File: config.mk
export PLATFORM = sky130hd
export DESIGN_NAME = w_bank_loader
export DESIGN_NICKNAME = d
export VERILOG_FILES = /design/src/rtl/w_bank_loader.sv
export SDC_FILE = /design/constraint.sdc
export NUM_CORES = 2
export LEC_CHECK = 0
export CORE_ASPECT_RATIO = 0.9
export CORE_MARGIN = 5
export CORE_UTILIZATION = 57
export CTS_BUF_LIST = sky130_fd_sc_hd__clkbuf_16
export DETAILED_ROUTE_END_ITERATION = 6
export PLACE_DENSITY = 0.74
export SLEW_MARGIN = 30
export SYNTH_ARGS = -nofsm -noshare
export SYNTH_HDL_FRONTEND = slang
export SYNTH_SLANG_ARGS = --single-unit
export TNS_END_PERCENT = 30
File: constraint.sdc
create_clock -name clk -period 7 [get_ports clk]
set_clock_uncertainty 0.15 [all_clocks]
set_input_delay 2.1 -clock clk [delete_from_list [all_inputs] [get_ports clk]]
set_output_delay 2.1 -clock clk [all_outputs]
set_load 0.005 [all_outputs]
File: src/rtl/w_bank_loader.sv
// Kernel-weight bank: 16 lanes x 16 entries of signed bytes, filled lane-inner from a valid/ready stream,
// 1-cycle registered reads per lane while READY, zero otherwise; W_BANK_CHECKSUM_EN adds a load checksum.
module w_bank_loader #(
    parameter int LANES = 16,
    parameter int DEPTH = 16,
    parameter int AW    = 4,
    parameter int DW    = 8
) (
    input  logic                 clk,
    input  logic                 xrst,
    input  logic                 load_start,
    input  logic                 in_valid,
    input  logic signed [DW-1:0] in_data,
    output logic                 in_ready,
    output logic                 busy,
    output logic                 bank_ready,
    output logic                 load_done,
    input  logic [AW-1:0]        w0_raddr,
    input  logic [AW-1:0]        w1_raddr,
    input  logic [AW-1:0]        w2_raddr,
    input  logic [AW-1:0]        w3_raddr,
    input  logic [AW-1:0]        w4_raddr,
    input  logic [AW-1:0]        w5_raddr,
    input  logic [AW-1:0]        w6_raddr,
    input  logic [AW-1:0]        w7_raddr,
    input  logic [AW-1:0]        w8_raddr,
    input  logic [AW-1:0]        w9_raddr,
    input  logic [AW-1:0]        w10_raddr,
    input  logic [AW-1:0]        w11_raddr,
    input  logic [AW-1:0]        w12_raddr,
    input  logic [AW-1:0]        w13_raddr,
    input  logic [AW-1:0]        w14_raddr,
    input  logic [AW-1:0]        w15_raddr,
    output logic signed [DW-1:0] w0_rdata,
    output logic signed [DW-1:0] w1_rdata,
    output logic signed [DW-1:0] w2_rdata,
    output logic signed [DW-1:0] w3_rdata,
    output logic signed [DW-1:0] w4_rdata,
    output logic signed [DW-1:0] w5_rdata,
    output logic signed [DW-1:0] w6_rdata,
    output logic signed [DW-1:0] w7_rdata,
    output logic signed [DW-1:0] w8_rdata,
    output logic signed [DW-1:0] w9_rdata,
    output logic signed [DW-1:0] w10_rdata,
    output logic signed [DW-1:0] w11_rdata,
    output logic signed [DW-1:0] w12_rdata,
    output logic signed [DW-1:0] w13_rdata,
    output logic signed [DW-1:0] w14_rdata,
    output logic signed [DW-1:0] w15_rdata
`ifdef W_BANK_CHECKSUM_EN
    ,
    output logic [15:0]          checksum
`endif
);

    localparam int LW = $clog2(LANES);

    typedef enum logic [1:0] {S_IDLE, S_LOAD, S_READY} state_t;

    state_t               state;
    logic [LW-1:0]        lane_cnt;
    logic [AW-1:0]        addr_cnt;
    logic signed [DW-1:0] mem   [LANES][DEPTH];
    logic [AW-1:0]        raddr [LANES];
    logic signed [DW-1:0] rdata [LANES];
    logic                 beat;
    logic                 last_beat;

    assign raddr[0]  = w0_raddr;
    assign raddr[1]  = w1_raddr;
    assign raddr[2]  = w2_raddr;
    assign raddr[3]  = w3_raddr;
    assign raddr[4]  = w4_raddr;
    assign raddr[5]  = w5_raddr;
    assign raddr[6]  = w6_raddr;
    assign raddr[7]  = w7_raddr;
    assign raddr[8]  = w8_raddr;
    assign raddr[9]  = w9_raddr;
    assign raddr[10] = w10_raddr;
    assign raddr[11] = w11_raddr;
    assign raddr[12] = w12_raddr;
    assign raddr[13] = w13_raddr;
    assign raddr[14] = w14_raddr;
    assign raddr[15] = w15_raddr;

    assign w0_rdata  = rdata[0];
    assign w1_rdata  = rdata[1];
    assign w2_rdata  = rdata[2];
    assign w3_rdata  = rdata[3];
    assign w4_rdata  = rdata[4];
    assign w5_rdata  = rdata[5];
    assign w6_rdata  = rdata[6];
    assign w7_rdata  = rdata[7];
    assign w8_rdata  = rdata[8];
    assign w9_rdata  = rdata[9];
    assign w10_rdata = rdata[10];
    assign w11_rdata = rdata[11];
    assign w12_rdata = rdata[12];
    assign w13_rdata = rdata[13];
    assign w14_rdata = rdata[14];
    assign w15_rdata = rdata[15];

    // in_ready is high exactly while in LOAD, so a beat can only land in that state.
    assign beat      = in_valid & in_ready;
    assign last_beat = beat && (lane_cnt == LW'(LANES - 1)) && (addr_cnt == AW'(DEPTH - 1));

    always_ff @(posedge clk or negedge xrst) begin
        if (!xrst) begin
            state      <= S_IDLE;
            in_ready   <= 1'b0;
            busy       <= 1'b0;
            bank_ready <= 1'b0;
            load_done  <= 1'b0;
            lane_cnt   <= '0;
            addr_cnt   <= '0;
        end else begin
            load_done <= 1'b0;
            case (state)
                S_IDLE, S_READY: begin
                    if (load_start) begin
                        state      <= S_LOAD;
                        in_ready   <= 1'b1;
                        busy       <= 1'b1;
                        bank_ready <= 1'b0;
                        lane_cnt   <= '0;
                        addr_cnt   <= '0;
                    end
                end
                S_LOAD: begin
                    // load_start is deliberately not looked at here: a load never restarts.
                    if (beat) begin
                        if (last_beat) begin
                            state      <= S_READY;
                            in_ready   <= 1'b0;
                            busy       <= 1'b0;
                            bank_ready <= 1'b1;
                            load_done  <= 1'b1;
                        end
                        if (lane_cnt == LW'(LANES - 1)) begin
                            lane_cnt <= '0;
                            addr_cnt <= addr_cnt + AW'(1);
                        end else begin
                            lane_cnt <= lane_cnt + LW'(1);
                        end
                    end
                end
                default: begin
                    state    <= S_IDLE;
                    in_ready <= 1'b0;
                    busy     <= 1'b0;
                end
            endcase
        end
    end

    always_ff @(posedge clk) begin
        if (beat) begin
            mem[lane_cnt][addr_cnt] <= in_data;
        end
    end

    // Reads are zeroed from the edge that leaves READY, so a reload never exposes stale data.
    always_ff @(posedge clk or negedge xrst) begin
        if (!xrst) begin
            for (int i = 0; i < LANES; i++) begin
                rdata[i] <= '0;
            end
        end else begin
            for (int i = 0; i < LANES; i++) begin
                rdata[i] <= (state == S_READY && !load_start) ? mem[i][raddr[i]] : '0;
            end
        end
    end

`ifdef W_BANK_CHECKSUM_EN
    always_ff @(posedge clk or negedge xrst) begin
        if (!xrst) begin
            checksum <= '0;
        end else if (load_start && (state == S_IDLE || state == S_READY)) begin
            checksum <= '0;
        end else if (beat) begin
            checksum <= checksum + {{(16 - DW){in_data[DW-1]}}, in_data};
        end
    end
`endif

endmodule

==> summary.md <==
| Metric | Value |
|---|---|
| Maximum number of pins on one net before global-route repair | `116` |
| Sequential area share after synthesis | `0.784` |
| Critical Path Sink Type | `register` |
| Setup repair after global routing missed its margin | `false` |
| Post-Route Setup TNS | `0 ps` |
| Library cell occupying the most area in the post-synthesis netlist | `sky130_fd_sc_hd__edfxtp_1` |
| Max capacitance violation total | `0` |
| Overall overflow remaining after global route | `0` |
| Number of instances in the synthesized netlist | `3703` |
| Row Count | `132` |
| Most common cell in the netlist | `sky130_fd_sc_hd__edfxtp_1` |
| Fin worst setup slack | `2150 ps` |
| Status | `completed` |
| Count of vias placed by the detailed router | `39800` |
| Last weighted congestion value of the routability-driven placer | `0.851` |
| Drt drc | `0` |
| WL per Instance | `32.5 um` |
| Total Wirelength | `198 mm` |
| Portion of synthesized cell area occupied by the leading cell type | `0.741` |
| Proportion of register bits with asynchronous set or reset after synthesis | `0.0644` |
| CTS Hold Buffers Added | `0` |
| Final worst-path cycle share | `0.693` |
| Mean instance size in the synthesized netlist | `22.4 um^2` |
| Clock tree from TritonCTS | `done` |
| Synth Area in Adders | `0.00121` |
| Io pins | `208` |
| Post-layout nets | `4062` |
| Nets in the synthesized netlist | `3787` |
| Number of detailed-route iterations in the first pass | `5` |
| First DRT Iteration DRCs | `5632` |
| Required time of the worst setup path | `7290 ps` |
| Seq cells post-synth | `2189` |
| Width of the chip | `412 um` |
| Simple-gate share of the synthesized area | `0.0208` |
| Post-cts sizing count | `0` |
| WS Path Type | `input port to register` |
| Area fraction in compound gates after synthesis | `0.0138` |
| Initial standard-cell utilization of the core | `0.575` |
| Input/output buffers | `207` |
| Number of hold violations in the final report | `0` |
| Path type of the worst min-delay path | `register to register` |
| Pin slew with the least headroom to its limit | `1050 ps` |
| Path depth of the worst reg2reg path | `4` |
| Post-placement setup slack | `1460 ps` |
| Power density relative to cell area | `287 mW/mm^2` |
| Hold Crit Depth | `2` |
| Clock net sink count | `2189` |
| Worst IR Drop VDD | `0.273 mV` |
| Post-route minimum period | `4850 ps` |
| Remaining max-slew budget at the tightest pin | `0.300` |
| Share of the core filled with cells in the final layout | `0.648` |
| Finished Cell Area | `0.0935 mm^2` |
| Clock latency on the worst-skew pair | `830 ps` |
| Detail Route Antenna Nets | `0` |
| Ratio of cells with drive above 1 in the final layout | `0.221` |
| Max H-tree Level | `4` |
| Via count normalized by instance count | `6.52` |
| Count of final setup violators | `0` |
| Wire length of the first global-routing pass | `287 mm` |
| Lkg Pwr | `30.2 nW` |
| Post-synthesis cell area | `0.0830 mm^2` |
| Clk Tree Root Cell | `sky130_fd_sc_hd__clkbuf_16` |
| Most frequently used flop master after synthesis | `sky130_fd_sc_hd__edfxtp_1` |
| Dpl cell area | `0.0870 mm^2` |
| Post-CTS setup-driven buffer insertion count | `0` |
| Clk buf depth | `3` |
| CTS Buf Count | `199` |
| Most used standard cells in the synthesized netlist | `sky130_fd_sc_hd__edfxtp_1, sky130_fd_sc_hd__mux4_2, sky130_fd_sc_hd__nor2_1` |
| Floorplan die height | `372 um` |
| Element type at the critical path start | `input port` |
| Endpoint arrival time on the critical path | `5150 ps` |
| Fraction of synthesized area in multiplexers | `0.167` |
| DP Wirelength | `114 mm` |
| Number of filler instances in the final layout | `9248` |
| Layout overhead on the synthesized area | `12.7%` |
| Total Routing Usage GR | `0.262` |
| Clock-pin slew of the registers on the worst-case setup and hold paths | `60 ps` |
| EDFF count, synth | `2048` |
| Combinational family with the most area after synthesis | `multiplexers` |
| Highest clock frequency the design can meet | `206 MHz` |
| Final Max Tran Viols | `0` |
| Die area | `0.153 mm^2` |
| Number of antenna violations at the first check in global routing | `12` |
| Number of distinct library cell variants in the gate-level netlist after synthesis | `44` |
| Leading cell types by total area after synthesis | `sky130_fd_sc_hd__edfxtp_1, sky130_fd_sc_hd__mux4_2, sky130_fd_sc_hd__dfrtp_1` |
| Count of yosys warnings during synthesis | `0` |
| Vias in the first global route | `39700` |
| Area share of xor/xnor cells in the synthesized design | `0.000422` |
| Biggest fanout along the worst timing path | `16` |
| Core area | `0.144 mm^2` |
## kinds of logic (layout without fill, tap and decap cells)
group | Yosys count | after routing
XOR/XNOR | 4 | 4
other | 0 | 4
adder cells (fa/ha/maj) | 8 | 8
AND/OR/NAND/NOR | 396 | 396
multiplexers | 741 | 741
flip-flops | 2189 | 2189
AO/OA/AOI/OAI | 167 | 167
buffers and inverters | 198 | 644
## final cells by class
type	count	area [um^2]	share of cell area
inverter	8	30.0	0.000321
clock inverter	171	1430	0.0153
sequential	2189	65000	0.696
antenna	4	10.0	0.000107
tap	1943	2430	0.0260
multi-input combinational	1316	17000	0.181
timing repair buffer	264	2570	0.0275
clock buffer	201	5030	0.0538
## cell usage in the layout (no fill, tap or decap), types with 5 or more instances in the layout
cell                              synthesis  routed
sky130_fd_sc_hd__buf_12                   0      10
sky130_fd_sc_hd__buf_2                   54      14
sky130_fd_sc_hd__buf_4                   16      54
sky130_fd_sc_hd__bufinv_16                0      23
sky130_fd_sc_hd__clkbuf_16                0     201
sky130_fd_sc_hd__clkbuf_8                 0       7
sky130_fd_sc_hd__clkdlybuf4s50_1          0     177
sky130_fd_sc_hd__clkinv_1                 0      50
sky130_fd_sc_hd__clkinv_2                 0      37
sky130_fd_sc_hd__clkinv_4                 0       5
sky130_fd_sc_hd__clkinvlp_4               0       8
sky130_fd_sc_hd__dfrtp_1                141     141
sky130_fd_sc_hd__edfxtp_1              2048    2048
sky130_fd_sc_hd__ha_1                     8       8
sky130_fd_sc_hd__inv_1                    8      45
sky130_fd_sc_hd__inv_6                    0       7
sky130_fd_sc_hd__mux2i_1                228     228
sky130_fd_sc_hd__mux4_2                 508     508
sky130_fd_sc_hd__nand2_1                 51      34
sky130_fd_sc_hd__nand2_2                  0       9
sky130_fd_sc_hd__nand2_4                  0       8
sky130_fd_sc_hd__nand2b_1                29      29
sky130_fd_sc_hd__nand3_1                  6       5
sky130_fd_sc_hd__nor2_1                 274     268
sky130_fd_sc_hd__nor2_2                   1       7
sky130_fd_sc_hd__nor2b_1                  7       7
sky130_fd_sc_hd__nor3_1                   5       5
sky130_fd_sc_hd__o211ai_1                20      20
sky130_fd_sc_hd__o22ai_1                113     113
sky130_fd_sc_hd__o31a_1                  11      11
sky130_fd_sc_hd__or4b_1                  11      11
## routing by layer
metal	vias to the layer above	wire, um	track usage
li1	16000	-	-
met3	296	22300	0.0580
met2	2721	93600	0.398
met4	4	4660	0.0689
met5	-	23	0
met1	20700	77400	0.394
## metrics by stage
stage | total power, mW | instances | hold WS (ps)
after floorplan | 15.6 | 3703 | 318
after global routing | 27.6 | 6093 | 432
final | 26.8 | 6096 | 380
after global placement | 16.3 | 5720 | 348
after detailed placement | 16.3 | 5720 | 357
after CTS | 27.0 | 6092 | 380
## state kept, by name (all words and copies together), names as in the netlist, 8 cells and up
signal,cells
w13_rdata,8
w14_rdata,8
w1_rdata,8
w2_rdata,8
w5_rdata,8
w7_rdata,8
w3_rdata,8
w11_rdata,8
w4_rdata,8
w6_rdata,8
w15_rdata,8
w12_rdata,8
w9_rdata,8
w10_rdata,8
mem,2048
w0_rdata,8
w8_rdata,8
## path summary, 6_finish.rpt
path / startpoint / end / slack (ps)
max: in_valid / mem[2][97]$_DFFE_PP_ / 2150
min: bank_ready$_DFFE_PN0P_ / bank_ready$_DFFE_PN0P_ / 380
max reg2reg: busy$_DFFE_PN0P_ / mem[2][97]$_DFFE_PP_ / 3530
min reg2reg: bank_ready$_DFFE_PN0P_ / bank_ready$_DFFE_PN0P_ / 380
max in group asynchronous: xrst / w1_rdata[7]$_DFF_PN0_ / 4050
min in group asynchronous: xrst / w7_rdata[1]$_DFF_PN0_ / 1220
## power breakdown
part	switching [mW]	leakage, nW	internal (mW)
logic	1.07	6.57	0.485
registers	0.0770	20.4	14.4
clock network	4.71	3.30	6.06
## critical path: stages
cell	delay, ps
sky130_fd_sc_hd__clkdlybuf4s50_1	640
sky130_fd_sc_hd__nand2_1	190
sky130_fd_sc_hd__nor3_1	550
sky130_fd_sc_hd__nand2_2	780
sky130_fd_sc_hd__nor2_1	860
No activity file was read; power rests on OpenSTA's default activity.
